$ cat config.mk
export PLATFORM = sky130hd
export DESIGN_NAME = mem_copy_engine_flat
export DESIGN_NICKNAME = d
export VERILOG_FILES = /design/src/rtl/mem_copy_engine_if.sv /design/src/rtl/mem_copy_engine.sv /design/src/flat_wrapper.sv
export SDC_FILE = /design/constraint.sdc
export NUM_CORES = 1
export LEC_CHECK = 0
export ABC_AREA = 0
export ABC_CLOCK_PERIOD_IN_PS = 5200
export CAP_MARGIN = 30
export CORE_MARGIN = 3
export CORE_UTILIZATION = 50
export CTS_CLUSTER_DIAMETER = 30
export CTS_CLUSTER_SIZE = 8
export DETAILED_ROUTE_END_ITERATION = 6
export PLACE_DENSITY = 0.91
export SLEW_MARGIN = 20
export SYNTH_ARGS = -nofsm -noshare
export SYNTH_HDL_FRONTEND = slang
export SYNTH_SLANG_ARGS = --single-unit
$ cat constraint.sdc
create_clock -name i_clk -period 5.2 [get_ports i_clk]
set_input_delay 1.56 -clock i_clk [delete_from_list [all_inputs] [get_ports i_clk]]
set_output_delay 1.56 -clock i_clk [all_outputs]
set_load 0.02 [all_outputs]
$ cat src/rtl/mem_copy_engine_if.sv
// Command and data-memory bus for the memory copy/fill engine.
// The slave modport is the engine side; the master modport is the requester/memory side.
`timescale 1ns/1ps
interface mem_copy_engine_if;
  logic       i_start;
  logic       i_mode;
  logic [7:0] i_src_addr;
  logic [7:0] i_dst_addr;
  logic [7:0] i_length;
  logic [7:0] i_fill_value;
  logic [7:0] i_mem_data_out;
  logic [7:0] o_mem_address;
  logic       o_mem_write_enable;
  logic [7:0] o_mem_data_in;
  logic       o_busy;
  logic       o_done;

  modport slave (
    input  i_start, i_mode, i_src_addr, i_dst_addr, i_length, i_fill_value, i_mem_data_out,
    output o_mem_address, o_mem_write_enable, o_mem_data_in, o_busy, o_done
  );

  modport master (
    output i_start, i_mode, i_src_addr, i_dst_addr, i_length, i_fill_value, i_mem_data_out,
    input  o_mem_address, o_mem_write_enable, o_mem_data_in, o_busy, o_done
  );
endinterface

$ cat src/rtl/mem_copy_engine.sv
// Byte-wise copy/fill engine for a 256 x 8 data memory: one READ+WRITE pair per
// byte in copy mode, one WRITE per byte in fill mode, 8-bit wrapping addresses.
`timescale 1ns/1ps
module mem_copy_engine (
  input  logic             i_clk,
  input  logic             i_reset,
  mem_copy_engine_if.slave bus
);
  typedef enum logic [1:0] {
    S_IDLE  = 2'd0,
    S_READ  = 2'd1,
    S_WRITE = 2'd2,
    S_DONE  = 2'd3
  } state_t;

  state_t     r_state;
  state_t     w_next_state;
  logic       r_mode;
  logic [7:0] r_src;
  logic [7:0] r_dst;
  logic [7:0] r_len;
  logic [7:0] r_fill;
  logic [7:0] r_idx;
  logic [7:0] r_buf;
  logic       w_last;
  logic [7:0] w_src_addr;
  logic [7:0] w_dst_addr;

  // Length is never zero in WRITE, so len-1 cannot underflow where it matters.
  assign w_last     = (r_idx == (r_len - 8'd1));
  assign w_src_addr = r_src + r_idx;
  assign w_dst_addr = r_dst + r_idx;

  // State register
  always_ff @(posedge i_clk) begin
    if (i_reset) begin
      r_state <= S_IDLE;
    end else begin
      r_state <= w_next_state;
    end
  end

  // Command latch, byte index and copy buffer
  always_ff @(posedge i_clk) begin
    if (i_reset) begin
      r_mode <= 1'b0;
      r_src  <= 8'd0;
      r_dst  <= 8'd0;
      r_len  <= 8'd0;
      r_fill <= 8'd0;
      r_idx  <= 8'd0;
      r_buf  <= 8'd0;
    end else begin
      case (r_state)
        S_IDLE: begin
          if (bus.i_start) begin
            r_mode <= bus.i_mode;
            r_src  <= bus.i_src_addr;
            r_dst  <= bus.i_dst_addr;
            r_len  <= bus.i_length;
            r_fill <= bus.i_fill_value;
            r_idx  <= 8'd0;
          end
        end
        S_READ: begin
          r_buf <= bus.i_mem_data_out;
        end
        S_WRITE: begin
          if (!w_last) begin
            r_idx <= r_idx + 8'd1;
          end
        end
        default: begin
          r_idx <= r_idx;
        end
      endcase
    end
  end

  // Next-state decode; start is only honoured in IDLE
  always_comb begin
    w_next_state = r_state;
    case (r_state)
      S_IDLE: begin
        if (!bus.i_start) begin
          w_next_state = S_IDLE;
        end else if (bus.i_length == 8'd0) begin
          w_next_state = S_DONE;
        end else if (bus.i_mode) begin
          w_next_state = S_WRITE;
        end else begin
          w_next_state = S_READ;
        end
      end
      S_READ: begin
        w_next_state = S_WRITE;
      end
      S_WRITE: begin
        if (w_last) begin
          w_next_state = S_DONE;
        end else if (r_mode) begin
          w_next_state = S_WRITE;
        end else begin
          w_next_state = S_READ;
        end
      end
      S_DONE: begin
        w_next_state = S_IDLE;
      end
      default: begin
        w_next_state = S_IDLE;
      end
    endcase
  end

  // Output decode from registered state and counters only
  always_comb begin
    bus.o_mem_address      = 8'd0;
    bus.o_mem_write_enable = 1'b0;
    bus.o_mem_data_in      = 8'd0;
    bus.o_busy             = 1'b0;
    bus.o_done             = 1'b0;
    case (r_state)
      S_READ: begin
        bus.o_mem_address = w_src_addr;
        bus.o_busy        = 1'b1;
      end
      S_WRITE: begin
        bus.o_mem_address      = w_dst_addr;
        bus.o_mem_write_enable = 1'b1;
        bus.o_mem_data_in      = r_mode ? r_fill : r_buf;
        bus.o_busy             = 1'b1;
      end
      S_DONE: begin
        bus.o_done = 1'b1;
      end
      default: begin
        bus.o_busy = 1'b0;
      end
    endcase
  end
endmodule

$ cat src/flat_wrapper.sv
// flat-port wrapper written by rule: the top's interface ports become plain ports
module mem_copy_engine_flat 
  (i_clk, i_reset, bus_i_start, bus_i_mode, bus_i_src_addr, bus_i_dst_addr, bus_i_length, bus_i_fill_value, bus_i_mem_data_out, bus_o_mem_address, bus_o_mem_write_enable, bus_o_mem_data_in, bus_o_busy, bus_o_done);
  mem_copy_engine_if bus_i ();
  input  logic i_clk;
  input  logic i_reset;
  input wire logic [$bits(bus_i.i_start)-1:0] bus_i_start;
  input wire logic [$bits(bus_i.i_mode)-1:0] bus_i_mode;
  input wire logic [$bits(bus_i.i_src_addr)-1:0] bus_i_src_addr;
  input wire logic [$bits(bus_i.i_dst_addr)-1:0] bus_i_dst_addr;
  input wire logic [$bits(bus_i.i_length)-1:0] bus_i_length;
  input wire logic [$bits(bus_i.i_fill_value)-1:0] bus_i_fill_value;
  input wire logic [$bits(bus_i.i_mem_data_out)-1:0] bus_i_mem_data_out;
  output wire logic [$bits(bus_i.o_mem_address)-1:0] bus_o_mem_address;
  output wire logic [$bits(bus_i.o_mem_write_enable)-1:0] bus_o_mem_write_enable;
  output wire logic [$bits(bus_i.o_mem_data_in)-1:0] bus_o_mem_data_in;
  output wire logic [$bits(bus_i.o_busy)-1:0] bus_o_busy;
  output wire logic [$bits(bus_i.o_done)-1:0] bus_o_done;
  assign bus_i.i_start = bus_i_start;
  assign bus_i.i_mode = bus_i_mode;
  assign bus_i.i_src_addr = bus_i_src_addr;
  assign bus_i.i_dst_addr = bus_i_dst_addr;
  assign bus_i.i_length = bus_i_length;
  assign bus_i.i_fill_value = bus_i_fill_value;
  assign bus_i.i_mem_data_out = bus_i_mem_data_out;
  assign bus_o_mem_address = bus_i.o_mem_address;
  assign bus_o_mem_write_enable = bus_i.o_mem_write_enable;
  assign bus_o_mem_data_in = bus_i.o_mem_data_in;
  assign bus_o_busy = bus_i.o_busy;
  assign bus_o_done = bus_i.o_done;
  mem_copy_engine u_core (.i_clk(i_clk), .i_reset(i_reset), .bus(bus_i));
endmodule
Word level (Yosys, flattened, before mapping)
Index checks and enable logic that the tools add are counted.
Widths: inputs -> output; s select.
- register bits after elaboration: 51
- input port bits: 44
- output and inout bits: 19
- word-level logic and storage cells: 39
- add/sub/neg operators: 4
- eq/ne operators: 6
- mux-type cells: 15
- reduce and logical (&&, ||, !) cells: 6
- operators by type and width (kind ; number):
    $mux 8 ; 4
    $pmux 8 s2 ; 2
    $add 8x8->8 ; 2
    $mux 2 ; 5
    $add 8x1->8 const B ; 1
    $eq 8x8->1 ; 1
    $logic_not 8->1 ; 1
    $pmux 2 s4 ; 1
    $sub 8x1->8 const B ; 1
    $eq 2x2->1 const B ; 2
    $ne 2x2->1 const B ; 2
    $mux 1 ; 3
    $reduce_and 3->1 ; 1
    $eq 2x1->1 const B ; 1
    $logic_not 2->1 ; 1
    $reduce_and 2->1 ; 1
    $reduce_bool 2->1 ; 1
    $reduce_or 2->1 ; 1

Logic depth before layout (Yosys ltp)
Gate-level depths: netlist of the first run.
- depth after elaboration: 4
- mapped depth: 14
- gate-level depth less buffers: 13

Least setup slack after synthesis of the first run
No wires, ideal clock.
- kind: reg-to-output
- start point: register u_core.r_state[0]
- end point: output bus_o_mem_address[7]
- data arrival time: 2.871 ns
- required time: 3.640 ns
- setup slack: 0.769 ns
- cell stages (with the launch flop): 13
- buffers on the path: 1
- path through: dfxtp_1 inv_1 ha_1 buf_2 mux2_2 ha_1 a21o_1 a21oi_1 nor2b_1 o21a_1 o41a_1 xnor2_1 and2_1
- word-level cells in the longest chain between the ends: 2
- elaborated cells on any way between the ends: 3
- those cells by class: 2 x eq/ne; 1 x mux
- ends and longest elaborated chain (item ; RTL line ; source):
    start: declaration ; mem_copy_engine.sv:16 ; state_t r_state;
    start signal: assignment ; mem_copy_engine.sv:39 ; r_state <= w_next_state;
    $eq 2x2->1 / $eq 2x1->1 (equally long branches) ; mem_copy_engine.sv:123 ; case (r_state)
    $pmux 8 s2 (*) ; mem_copy_engine.sv:123 ;
    end: declaration ; flat_wrapper.sv:14 ; output wire logic [$bits(bus_i.o_mem_address)-1:0] bus_o_mem_address;
Every way passes the cells marked *; elsewhere a longest branch is shown, timed or not.

Worst setup path after layout of the first run
- start point: register u_core.r_state[0]
- end point: output bus_o_mem_address[6]
Same word-level chain as after synthesis.

==> Implementation_results.wiki, run 1 <==
{| class="wikitable"
! Metric !! Value
|-
| Status || finished clean
|-
| Post-synthesis cell area || around 2800 um^2
|-
| Most common flop cell mapped by yosys || sky130_fd_sc_hd__dfxtp_1
|-
| Proportion of power drawn by flip-flops and latches || 0.518
|-
| Portion of total power attributed to the clock network || 0.287
|-
| Clock tree from TritonCTS || built
|-
| Cell types occupying the most area after synthesis || sky130_fd_sc_hd__dfxtp_1 36%, sky130_fd_sc_hd__nand2_1 10%, sky130_fd_sc_hd__a21oi_1 7.7%
|-
| Switching power total || between 0.2 and 0.25 mW
|-
| Clock Skews || approximately 6.3 ps
|-
| Post-synth EDFFs || 0
|-
| Pin count of the biggest net entering global routing || 34
|-
| Final period demand of the worst path || 4940 ps
|-
| Top cell type by total area after synthesis || sky130_fd_sc_hd__dfxtp_1
|-
| Number of iterations in the first detailed-routing pass || 4
|-
| Post-route clock period utilization || 0.950
|-
| Ratio of cells with drive above 1 in the final layout || 0.0754
|-
| Pre-CTS setup slack || between 400 and 500 ps
|-
| Net Count, Synth || roughly 400
|-
| Total global routing overflow || 0
|-
| Max-cap violations || 0
|-
| Core region area || between 5000 and 6000 um^2
|-
| Summed negative setup slack over all endpoints || 0 ps
|-
| CP startpoint kind || register
|-
| CTS max path bufs || 2
|-
| Maximum fanout along the worst path || 4
|-
| Post-synthesis to final-layout area growth || 27.5%
|-
| Global-route wire length before repair || around 11 mm
|-
| Clock slew seen by the registers of the worst setup and hold paths || 80 ps
|-
| Routability cong. || between 0.7 and 0.8
|-
| Net switching share of the total power || 0.269
|-
| Routed len/inst || roughly 15 um
|-
| Number of top-level pins || 63
|-
| Num CTS Buffers || 5
|-
| Maximum resistive drop on vdd || around 0.14 mV
|-
| Static Leak || 1.32 nW
|-
| Clock root buffer || sky130_fd_sc_hd__clkbuf_8
|-
| Total routed wirelength || 6.99 mm
|-
| Combinational fraction of design power || 0.194
|-
| Required time at the worst-slack endpoint || 3640 ps
|-
| Cell depth of the worst min-delay path || 2
|-
| WP data arrival || ~3400 ps
|-
| Number of pins exceeding their max-slew limit in the final report || 0
|-
| Die ar. || approximately 6500 um^2
|-
| Post-synth ARST share || 0
|-
| Count of unresolved DRC violations after routing || 0
|-
| Sequential cell area fraction in the yosys report || 0.364
|-
| Synth unique cells || 43
|-
| GRT Overall Usage || 0.221
|-
| Fmax || 202 MHz
|-
| Class of the most critical hold timing path || reg -> reg
|-
| Input/output buffers || 62
|-
| Vias in the first global route || between 2000 and 3000
|-
| Height of the die || between 80 and 90 um
|-
| Finish-stage setup viols || 0
|-
| Number of instances in the synthesized netlist || around 340
|-
| Antenna fix cells || 0
|-
| # clock sinks || 51
|-
| RSZ-0062 raised after global routing || no
|-
| Initial drt markers || 99
|-
| Fin worst setup slack || roughly 260 ps
|-
| Element type at the critical path end || output port
|-
| Width of the die || ~81 um
|-
| YS warnings || 0
|-
| Clock latency on the worst-skew pair || 300 ps
|-
| Total number of vias || ~2600
|-
| Filler Cells Inserted || ~430
|-
| Fraction of synthesized cell area taken by the top area cell type || 0.364
|-
| Core Rows || 26
|-
| Transition time of the tightest slew-check pin || approximately 870 ps
|-
| Headroom to the max-slew limit || 0.421
|-
| Number of nets still failing antenna checks after routing || 0
|-
| Number of cells on the worst reg-to-reg path || 9
|-
| Initial antenna violation count || 0
|-
| Via-per-instance ratio || roughly 5.5
|-
| Maximum level of the CTS H-tree || 2
|-
| Type of the worst setup path || reg -> out
|-
| Flip-flop and latch count after synthesis || 51
|-
| PwrDens || 230 nW/um^2
|-
| Number of endpoints with negative hold slack in the final report || 0
|-
| DPL Wire Length || between 5 and 6 mm
|-
| Post-route worst hold slack || ~460 ps
|-
| Effective utilization at floorplan || 0.532
|-
| Post-synthesis area per instance || ~8.2 um^2
|-
| P_int || around 0.6 mW
|-
| Number of nets in the layout || 455
|}
synthesized netlist by cell type (2+ instances only):
cell type                  count
sky130_fd_sc_hd__a21o_1        3
sky130_fd_sc_hd__xor2_1        2
sky130_fd_sc_hd__or4_4         2
sky130_fd_sc_hd__nor4_1        3
sky130_fd_sc_hd__nor2b_1      16
sky130_fd_sc_hd__nand3_1       5
sky130_fd_sc_hd__nor2_1       15
sky130_fd_sc_hd__a31oi_1       2
sky130_fd_sc_hd__and2_1        7
sky130_fd_sc_hd__buf_6         2
sky130_fd_sc_hd__dfxtp_1      51
sky130_fd_sc_hd__mux2_2        7
sky130_fd_sc_hd__or3_2         4
sky130_fd_sc_hd__o31ai_1       2
sky130_fd_sc_hd__clkbuf_1     15
sky130_fd_sc_hd__nand2_1      75
sky130_fd_sc_hd__inv_1        10
sky130_fd_sc_hd__or3b_1        2
sky130_fd_sc_hd__xnor2_1      11
sky130_fd_sc_hd__o21ai_0      10
sky130_fd_sc_hd__or3_1         3
sky130_fd_sc_hd__mux2i_1      17
sky130_fd_sc_hd__ha_1         13
sky130_fd_sc_hd__and3_1        2
sky130_fd_sc_hd__a21oi_1      43
sky130_fd_sc_hd__nor3_1        2
per-stage QoR:
stage	area [um^2]	util	instances	power, mW
final	3570	0.678	468	0.823
after global routing	3570	0.678	468	0.860
after CTS	3550	0.674	467	0.825
after detailed placement	3460	0.656	459	0.593
after global placement	3460	0.656	459	0.585
after floorplan	2800	-	341	0.531
registers in the layout, indices dropped and copies added, names as in the netlist:
name,flops
u_core.r_fill,8
u_core.r_idx,8
u_core.r_state,2
u_core.r_mode,1
u_core.r_buf,8
u_core.r_src,8
u_core.r_dst,8
u_core.r_len,8
path summary, 6_finish.rpt:
| path | from | to | slack (ps) |
|---|---|---|---|
| worst max-delay path | u_core.r_state[0] | bus_o_mem_address[6] | 260 |
| worst min-delay path | u_core.r_src[7] | u_core.r_src[7] | 460 |
| worst max register to register | u_core.r_len[0] | u_core.r_idx[1] | 2190 |
| worst min register to register | u_core.r_src[7] | u_core.r_src[7] | 460 |
power groups by stage:
stage / Clock [mW] / Sequential [mW] / Combinational [mW]
5_1_grt: 0.256 / 0.429 / 0.175
4_1_cts: 0.241 / 0.426 / 0.158
6_report: 0.236 / 0.426 / 0.160
3_5_place_dp: 0 / 0.435 / 0.157
2_1_floorplan: 0 / 0.428 / 0.103
3_3_place_gp: 0 / 0.434 / 0.151
what timing repair did:
item                       CTS  global route
setup buffers                0             0
hold buffers                 0             0
setup endpoints to repair    0             1
resized for setup            0             2
area by class of cell:
class | instances | area (um^2) | share of cell area
clock buffer | 7 | 86.3 | 0.0242
inverter | 10 | 37.5 | 0.0105
multi-input combinational | 262 | 1660 | 0.466
tap | 70 | 87.6 | 0.0245
timing repair buffer | 67 | 668 | 0.187
clock inverter | 1 | 8.76 | 0.00245
sequential | 51 | 1020 | 0.286
placed cells by master, fill, tap and decap left out, types with 10 or more instances in the layout:
cell | netlist | routed
sky130_fd_sc_hd__nand2_1 | 75 | 75
sky130_fd_sc_hd__clkdlybuf4s50_1 | 0 | 61
sky130_fd_sc_hd__dfxtp_1 | 51 | 51
sky130_fd_sc_hd__a21oi_1 | 43 | 42
sky130_fd_sc_hd__mux2i_1 | 17 | 17
sky130_fd_sc_hd__nor2b_1 | 16 | 16
sky130_fd_sc_hd__nor2_1 | 15 | 15
sky130_fd_sc_hd__ha_1 | 13 | 13
sky130_fd_sc_hd__xnor2_1 | 11 | 11
sky130_fd_sc_hd__inv_1 | 10 | 10
sky130_fd_sc_hd__o21ai_0 | 10 | 10
cell families after synthesis:
logic type / share of synthesized area
and+or+nand+nor: 0.245
AOI/OAI and AO/OA: 0.149
DFF: 0.364
buffers and inverters: 0.0433
muxes: 0.0929
adders and majority gates: 0.0652
xor gates and xnor gates: 0.0406
worst max-delay path, cell delays in order (launching register included):
cell and delay, ps:
sky130_fd_sc_hd__dfxtp_1 340, sky130_fd_sc_hd__inv_1 80, sky130_fd_sc_hd__ha_1 230, sky130_fd_sc_hd__mux2_2 370, sky130_fd_sc_hd__ha_1 350, sky130_fd_sc_hd__nor2b_1 180
sky130_fd_sc_hd__o21ai_0 170, sky130_fd_sc_hd__nand2b_1 110, sky130_fd_sc_hd__a21o_1 200, sky130_fd_sc_hd__a21oi_1 170, sky130_fd_sc_hd__xnor2_1 130, sky130_fd_sc_hd__and2_1 150
sky130_fd_sc_hd__clkdlybuf4s50_1 600
per-layer routing:
layer	track usage	wire [um]	vias to the layer above
met5	0	0	-
met4	0.106	224	0
met3	0.0432	289	22
met2	0.410	3740	57
met1	0.239	2730	1216
li1	-	-	1276
No activity file was read; power rests on OpenSTA's default activity.
==> run 2: changes to the inputs <==
--- a/config.mk
+++ b/config.mk
@@ -7,7 +7,8 @@
 export LEC_CHECK = 0
 export ABC_AREA = 0
 export ABC_CLOCK_PERIOD_IN_PS = 5200
-export CAP_MARGIN = 30
+export CAP_MARGIN = 20
+export CORE_ASPECT_RATIO = 1.75
 export CORE_MARGIN = 3
 export CORE_UTILIZATION = 50
 export CTS_CLUSTER_DIAMETER = 30
==> run 2 against run 1 <==
  * Via count shrank 0.16%
  * Sequential share of layout area shrank 0.18 points
  * Critical endpoint is now bus_o_mem_address[5]
  * Worst hold slack gained 1.8 ps
  * Highest routed layer unchanged
  * Cell area grew 0.63%
  * Critical path type unchanged
==> Implementation_results.wiki, run 2 (same netlist as run 1, synthesis figures left out) <==
{| class="wikitable"
! Metric !! Value
|-
| Global-route wire length before repair || 11.3 mm (about the same)
|-
| Number of iterations in the first detailed-routing pass || 4 (unchanged)
|-
| Clock tree from TritonCTS || built (unchanged)
|-
| Pin count of the biggest net entering global routing || 36 (was 34)
|-
| Initial antenna violation count || 0 (unchanged)
|-
| WP data arrival || 3270 ps (was 3380 ps)
|-
| Number of nets in the layout || 455 (unchanged)
|-
| Width of the die || 62.6 um (was 80.9 um)
|-
| Headroom to the max-slew limit || 0.420 (was 0.421)
|-
| DPL Wire Length || 5.11 mm (was 5.24 mm)
|-
| Total power || 0.871 mW (was 0.823 mW)
|-
| Total placed instance area || 3470 um^2 (was 3460 um^2)
|-
| Final period demand of the worst path || 4830 ps (was 4940 ps)
|-
| Height of the die || 105 um (was 80.9 um)
|-
| Number of hold buffers added after cts || 0 (unchanged)
|-
| Total number of vias || 2567 (was 2571)
|-
| Clock slew seen by the registers of the worst setup and hold paths || 90 ps (was 80 ps)
|-
| Count of unresolved DRC violations after routing || 0 (unchanged)
|-
| Finished Cell Area || 3600 um^2 (was 3570 um^2)
|-
| Buffer count from post-CTS setup fixing || 0 (unchanged)
|-
| Clock root buffer || sky130_fd_sc_hd__clkbuf_8 (unchanged)
|-
| Clock latency on the worst-skew pair || 310 ps (was 300 ps)
|-
| Clock Skews || 5.21 ps (was 6.30 ps)
|-
| Routed len/inst || 14.4 um (was 14.9 um)
|-
| Total global routing overflow || 0 (unchanged)
|-
| Number of endpoints with negative hold slack in the final report || 0 (unchanged)
|-
| Routability cong. || 0.815 (was 0.794)
|-
| Ratio of cells with drive above 1 in the final layout || 0.0779 (was 0.0754)
|-
| Status || finished clean (unchanged)
|-
| Maximum resistive drop on vdd || 0.228 mV (was 0.144 mV)
|-
| Antenna fix cells || 0 (unchanged)
|-
| Initial drt markers || 61 (was 99)
|-
| Transition time of the tightest slew-check pin || 867 ps (was 869 ps)
|-
| Maximum level of the CTS H-tree || 2 (unchanged)
|-
| Max-cap violations || 0 (unchanged)
|-
| Required time at the worst-slack endpoint || 3640 ps (about the same)
|-
| CTS max path bufs || 2 (unchanged)
|-
| Fmax || 207 MHz (was 202 MHz)
|-
| Core region area || 5340 um^2 (was 5270 um^2)
|-
| Via-per-instance ratio || 5.44 (was 5.49)
|-
| Number of top-level pins || 63 (unchanged)
|-
| Num CTS Buffers || 5 (unchanged)
|-
| Element type at the critical path end || output port (unchanged)
|-
| Most frequent cells in the layout || 75 x sky130_fd_sc_hd__nand2_1, 60 x sky130_fd_sc_hd__clkdlybuf4s50_1, 51 x sky130_fd_sc_hd__dfxtp_1 (was 75 x sky130_fd_sc_hd__nand2_1, 61 x sky130_fd_sc_hd__clkdlybuf4s50_1, 51 x sky130_fd_sc_hd__dfxtp_1)
|-
| Number of nets still failing antenna checks after routing || 0 (unchanged)
|-
| Summed negative setup slack over all endpoints || 0 ps (unchanged)
|-
| Static Leak || 1.35 nW (was 1.32 nW)
|-
| Effective utilization at floorplan || 0.525 (was 0.532)
|-
| Maximum fanout along the worst path || 6 (was 4)
|-
| Finish-stage setup viols || 0 (unchanged)
|-
| Core Rows || 35 (was 26)
|-
| Post-route clock period utilization || 0.929 (was 0.950)
|-
| Input/output buffers || 62 (unchanged)
|-
| PwrDens || 242 nW/um^2 (was 230 nW/um^2)
|-
| GRT Overall Usage || 0.212 (was 0.221)
|-
| Total routed wirelength || 6.81 mm (was 6.99 mm)
|-
| Class of the most critical hold timing path || reg -> reg (unchanged)
|-
| RSZ-0062 raised after global routing || no (unchanged)
|-
| CP startpoint kind || register (unchanged)
|-
| Die ar. || 6570 um^2 (was 6540 um^2)
|-
| Post-synthesis to final-layout area growth || 28.3% (was 27.5%)
|-
| Number of pins exceeding their max-slew limit in the final report || 0 (unchanged)
|-
| Most common cell after layout, fill and taps aside || sky130_fd_sc_hd__nand2_1 (unchanged)
|-
| Vias in the first global route || 2574 (was 2664)
|-
| Type of the worst setup path || reg -> out (unchanged)
|-
| # clock sinks || 51 (unchanged)
|}
run 2: cell count changes in the layout (fill, tap and decap cells not counted), sizes merged:
cell | before | now
bufinv | 0 | 1
clkbuf | 7 | 6
clkdlybuf4s50 | 61 | 60
dlymetal6s2s | 1 | 2
run 2: critical path: stages, from the launching register on:
cell	delay, ps
sky130_fd_sc_hd__dfxtp_1	350
sky130_fd_sc_hd__inv_1	90
sky130_fd_sc_hd__ha_1	240
sky130_fd_sc_hd__buf_4	180
sky130_fd_sc_hd__mux2_2	340
sky130_fd_sc_hd__ha_1	330
sky130_fd_sc_hd__a21oi_2	210
sky130_fd_sc_hd__nor2b_1	80
sky130_fd_sc_hd__o21a_1	190
sky130_fd_sc_hd__nor2_1	120
sky130_fd_sc_hd__xnor2_1	120
sky130_fd_sc_hd__and2_1	130
sky130_fd_sc_hd__clkdlybuf4s50_1	600
run 2: final timing paths:
| check | startpoint | to | slack [ps] | cells after the start |
|---|---|---|---|---|
| worst max-delay path | u_core.r_state[0] | bus_o_mem_address[5] | 370 | 12 |
| worst min-delay path | u_core.r_fill[4] | u_core.r_fill[4] | 460 | 2 |
| worst max register to register | u_core.r_len[0] | u_core.r_idx[1] | 2170 | 9 |
| worst min register to register | u_core.r_fill[4] | u_core.r_fill[4] | 460 | 2 |
run 2: final cells by class:
type	count	area, um^2
well taps	74	92.6
clock inverters	2	35.0
clock buffers	6	82.6
fillers	434	1750
inverters	10	37.5
flip-flops and latches	51	1020
multi-input cells	262	1660
repair buffers	67	663
run 2: timing repair:
item / 4_1_cts / 5_1_grt
endpoints found under the setup margin: 0 / 2
endpoints found under the hold margin: 0 / 0
gates resized for setup: 0 / 3
run 2: stage by stage:
step                 util  std cells  setup slack, ps  hold WS [ps]
floorplan               -        341              769           433
global placement    0.649        464              563           442
detailed placement  0.649        464              479           449
CTS                 0.671        472             78.9           463
global route        0.673        472              186           485
finish              0.673        472              369           460
run 2: layer usage:
metal	vias up	GRT usage	wire length, um	part of all wire
met5	-	0	0	0
met4	0	0.120	316	0.046
met3	27	0.0290	224	0.033
met2	68	0.383	3650	0.54
met1	1209	0.231	2630	0.39
li1	1263	-	-	-
run 2: where the power goes:
group | leakage (nW) | internal (mW) | switching, mW | total (mW)
clock network | 0.0612 | 0.156 | 0.132 | 0.288
logic | 0.871 | 0.0813 | 0.0756 | 0.157
registers | 0.417 | 0.410 | 0.0165 | 0.427
==> run 3: changes to the inputs <==
--- a/config.mk
+++ b/config.mk
@@ -15,6 +15,7 @@
 export CTS_CLUSTER_SIZE = 8
 export DETAILED_ROUTE_END_ITERATION = 6
 export PLACE_DENSITY = 0.91
+export REMOVE_ABC_BUFFERS = 1
 export SLEW_MARGIN = 20
 export SYNTH_ARGS = -nofsm -noshare
 export SYNTH_HDL_FRONTEND = slang
==> constraint.sdc (replaced) <==
create_clock -name i_clk -period 5.2 [get_ports i_clk]
set_input_delay 0.52 -clock i_clk [delete_from_list [all_inputs] [get_ports i_clk]]
set_output_delay 0.52 -clock i_clk [all_outputs]
set_load 0.02 [all_outputs]
==> run 3 against run 2 <==
  * Core utilization is 0.30 points lower
  * Count of clock-buffer cells in the layout stayed put
  * Clock skew is 2.7 ps higher
  * Wire length is 4.7% lower
  * Die area stayed put
  * Cell area is 0.45% lower
  * Combinational power hardly changed
  * Maximum frequency is 17% higher
  * Via count is 2.3% lower
  * Cell count is 0.21% lower
  * Register-to-register slack hardly changed
  * Global-route usage is 1.1 points lower
==> Implementation_results.wiki, run 3 (same netlist as run 1, synthesis figures left out) <==
{| class="wikitable"
! Metric !! Value
|-
| Number of nets still failing antenna checks after routing || 0 (unchanged)
|-
| RSZ-0062 raised after global routing || no (unchanged)
|-
| Number of endpoints with negative hold slack in the final report || 0 (unchanged)
|-
| Static Leak || 1.31 nW (was 1.35 nW)
|-
| Width of the die || 62.6 um (unchanged)
|-
| Post-synthesis to final-layout area growth || 27.7% (was 28.3%)
|-
| WP data arrival || 3610 ps (was 3270 ps)
|-
| Total number of vias || 2508 (was 2567)
|-
| Number of nets in the layout || 454 (was 455)
|-
| GRT Overall Usage || 0.201 (was 0.212)
|-
| Required time at the worst-slack endpoint || 4680 ps (was 3640 ps)
|-
| Class of the most critical hold timing path || reg -> reg (unchanged)
|-
| Cell depth of the worst min-delay path || 2 (unchanged)
|-
| Via-per-instance ratio || 5.32 (was 5.44)
|-
| Core region area || 5340 um^2 (unchanged)
|-
| Headroom to the max-slew limit || 0.611 (was 0.420)
|-
| Number of placed instances, taps included || 463 (was 464)
|-
| Number of cells on the worst reg-to-reg path || 9 (unchanged)
|-
| Routability cong. || 0.893 (was 0.815)
|-
| Total placed instance area || 3460 um^2 (was 3470 um^2)
|-
| Vias in the first global route || 2543 (was 2574)
|-
| DPL Wire Length || 5.00 mm (was 5.11 mm)
|-
| Number of pins exceeding their max-slew limit in the final report || 0 (unchanged)
|-
| Element type at the critical path end || output port (unchanged)
|-
| Initial drt markers || 106 (was 61)
|-
| Count of unresolved DRC violations after routing || 0 (unchanged)
|-
| # clock sinks || 51 (unchanged)
|-
| Post-route clock period utilization || 0.795 (was 0.929)
|-
| Ratio of cells with drive above 1 in the final layout || 0.0730 (was 0.0779)
|-
| Routed len/inst || 13.8 um (was 14.4 um)
|-
| Number of hold buffers added after cts || 0 (unchanged)
|-
| Effective utilization at floorplan || 0.525 (unchanged)
|-
| Type of the worst setup path || reg -> out (unchanged)
|-
| Number of iterations in the first detailed-routing pass || 4 (unchanged)
|-
| Most frequent cells in the layout || 75 x sky130_fd_sc_hd__nand2_1, 62 x sky130_fd_sc_hd__clkdlybuf4s50_1, 51 x sky130_fd_sc_hd__dfxtp_1 (was 75 x sky130_fd_sc_hd__nand2_1, 60 x sky130_fd_sc_hd__clkdlybuf4s50_1, 51 x sky130_fd_sc_hd__dfxtp_1)
|-
| Critical R2R Capture || u_core.r_idx[1] (unchanged)
|-
| Finish-stage setup viols || 0 (unchanged)
|-
| Total global routing overflow || 0 (unchanged)
|-
| CTS max path bufs || 2 (unchanged)
|-
| Status || finished clean (unchanged)
|-
| Source of the worst register-to-register timing path || u_core.r_len[0] (unchanged)
|-
| Fmax || 242 MHz (was 207 MHz)
|-
| Maximum level of the CTS H-tree || 2 (unchanged)
|-
| Clock tree from TritonCTS || built (unchanged)
|-
| Number of top-level pins || 63 (unchanged)
|-
| Buffer count from post-CTS setup fixing || 0 (unchanged)
|-
| Post-Layout Cell Count || 471 (was 472)
|-
| Max-cap violations || 0 (unchanged)
|-
| Final core area utilization || 0.670 (was 0.673)
|-
| Total routed wirelength || 6.49 mm (was 6.81 mm)
|-
| Most common cell after layout, fill and taps aside || sky130_fd_sc_hd__nand2_1 (unchanged)
|-
| Num CTS Buffers || 5 (unchanged)
|-
| Height of the die || 105 um (unchanged)
|-
| Pin count of the biggest net entering global routing || 39 (was 36)
|-
| Finished Cell Area || 3580 um^2 (was 3600 um^2)
|-
| Clock latency on the worst-skew pair || 300 ps (was 310 ps)
|-
| Final period demand of the worst path || 4130 ps (was 4830 ps)
|-
| Input/output buffers || 62 (unchanged)
|-
| Clock root buffer || sky130_fd_sc_hd__clkbuf_8 (unchanged)
|-
| Worst reg-to-reg setup slack || 2180 ps (was 2170 ps)
|-
| Die ar. || 6570 um^2 (unchanged)
|-
| Antenna fix cells || 0 (unchanged)
|-
| Clock slew seen by the registers of the worst setup and hold paths || 90 ps (about the same)
|-
| Maximum resistive drop on vdd || 0.186 mV (was 0.228 mV)
|-
| Transition time of the tightest slew-check pin || 583 ps (was 867 ps)
|-
| PwrDens || 241 nW/um^2 (was 242 nW/um^2)
|-
| Post-CTS Resized || 0 (unchanged)
|-
| Initial antenna violation count || 0 (unchanged)
|-
| Clock Skews || 7.88 ps (was 5.21 ps)
|-
| Maximum fanout along the worst path || 21 (was 6)
|-
| Summed negative setup slack over all endpoints || 0 ps (unchanged)
|-
| Core Rows || 35 (unchanged)
|-
| CP startpoint kind || register (unchanged)
|-
| Global-route wire length before repair || 10.8 mm (was 11.3 mm)
|-
| Source of the worst hold timing path || u_core.r_src[6] (was u_core.r_fill[4])
|-
| Worst Hold End || u_core.r_src[6] (was u_core.r_fill[4])
|}
## run 3: cell count changes in the layout (fill, tap and decap cells not counted)
cell | before | now
sky130_fd_sc_hd__buf_4 | 5 | 4
sky130_fd_sc_hd__a21oi_2 | 1 | 0
sky130_fd_sc_hd__dlymetal6s2s_1 | 2 | 0
sky130_fd_sc_hd__a21oi_1 | 42 | 43
sky130_fd_sc_hd__clkdlybuf4s50_1 | 60 | 62
## run 3: how the worst max path moves through the flow
stage	start	to	slack, ps
2_1_floorplan	u_core.r_state[0]	bus_o_mem_address[7]	1720
3_3_place_gp	u_core.r_state[0]	bus_o_mem_address[7]	1500
3_5_place_dp	u_core.r_state[0]	bus_o_mem_address[7]	1430
4_1_cts	u_core.r_state[0]	bus_o_mem_address[7]	1080
5_1_grt	u_core.r_state[0]	bus_o_mem_address[7]	840
6_report	u_core.r_state[0]	bus_o_mem_address[7]	1070
## run 3: report_power, final
| group | total [mW] | internal [mW] | switching [mW] | leakage (nW) |
|---|---|---|---|---|
| Combinational | 0.155 | 0.0808 | 0.0738 | 0.828 |
| Clock | 0.282 | 0.156 | 0.126 | 0.0612 |
| Sequential | 0.427 | 0.410 | 0.0167 | 0.417 |
| Total | 0.863 | 0.646 | 0.217 | 1.31 |
## run 3: routing by layer
layer | GRT usage | routed length [um] | vias to the layer above
li1 | - | - | 1268
met1 | 0.195 | 2430 | 1177
met2 | 0.407 | 3720 | 44
met3 | 0.0194 | 125 | 19
met4 | 0.0916 | 213 | 0
met5 | 0 | 0 | -
## run 3: through the flow
step | total power, mW | setup WS (ps) | hold WS, ps
after floorplan | 0.521 | 1720 | 427
after global placement | 0.584 | 1500 | 442
after detailed placement | 0.591 | 1430 | 448
after CTS | 0.864 | 1080 | 460
after global routing | 0.899 | 838 | 484
final | 0.863 | 1070 | 456
## run 3: area by class of cell
| cell class | instances | area (um^2) |
|---|---|---|
| Fill cell | 451 | 1760 |
| Multi-Input combinational cell | 262 | 1660 |
| Timing Repair Buffer | 66 | 651 |
| Clock inverter | 2 | 35.0 |
| Tap cell | 74 | 92.6 |
| Clock buffer | 6 | 82.6 |
| Inverter | 10 | 37.5 |
| Sequential cell | 51 | 1020 |
## run 3: critical path, stage by stage, from the launching register on
cell                              delay (ps)
sky130_fd_sc_hd__dfxtp_1                 340
sky130_fd_sc_hd__inv_1                    80
sky130_fd_sc_hd__ha_1                    210
sky130_fd_sc_hd__buf_4                   270
sky130_fd_sc_hd__mux2_2                  370
sky130_fd_sc_hd__ha_1                    300
sky130_fd_sc_hd__a21oi_1                 200
sky130_fd_sc_hd__nor2b_1                  80
sky130_fd_sc_hd__o21a_1                  190
sky130_fd_sc_hd__o41a_1                  340
sky130_fd_sc_hd__xnor2_1                 150
sky130_fd_sc_hd__and2_1                  160
sky130_fd_sc_hd__clkdlybuf4s50_1         600
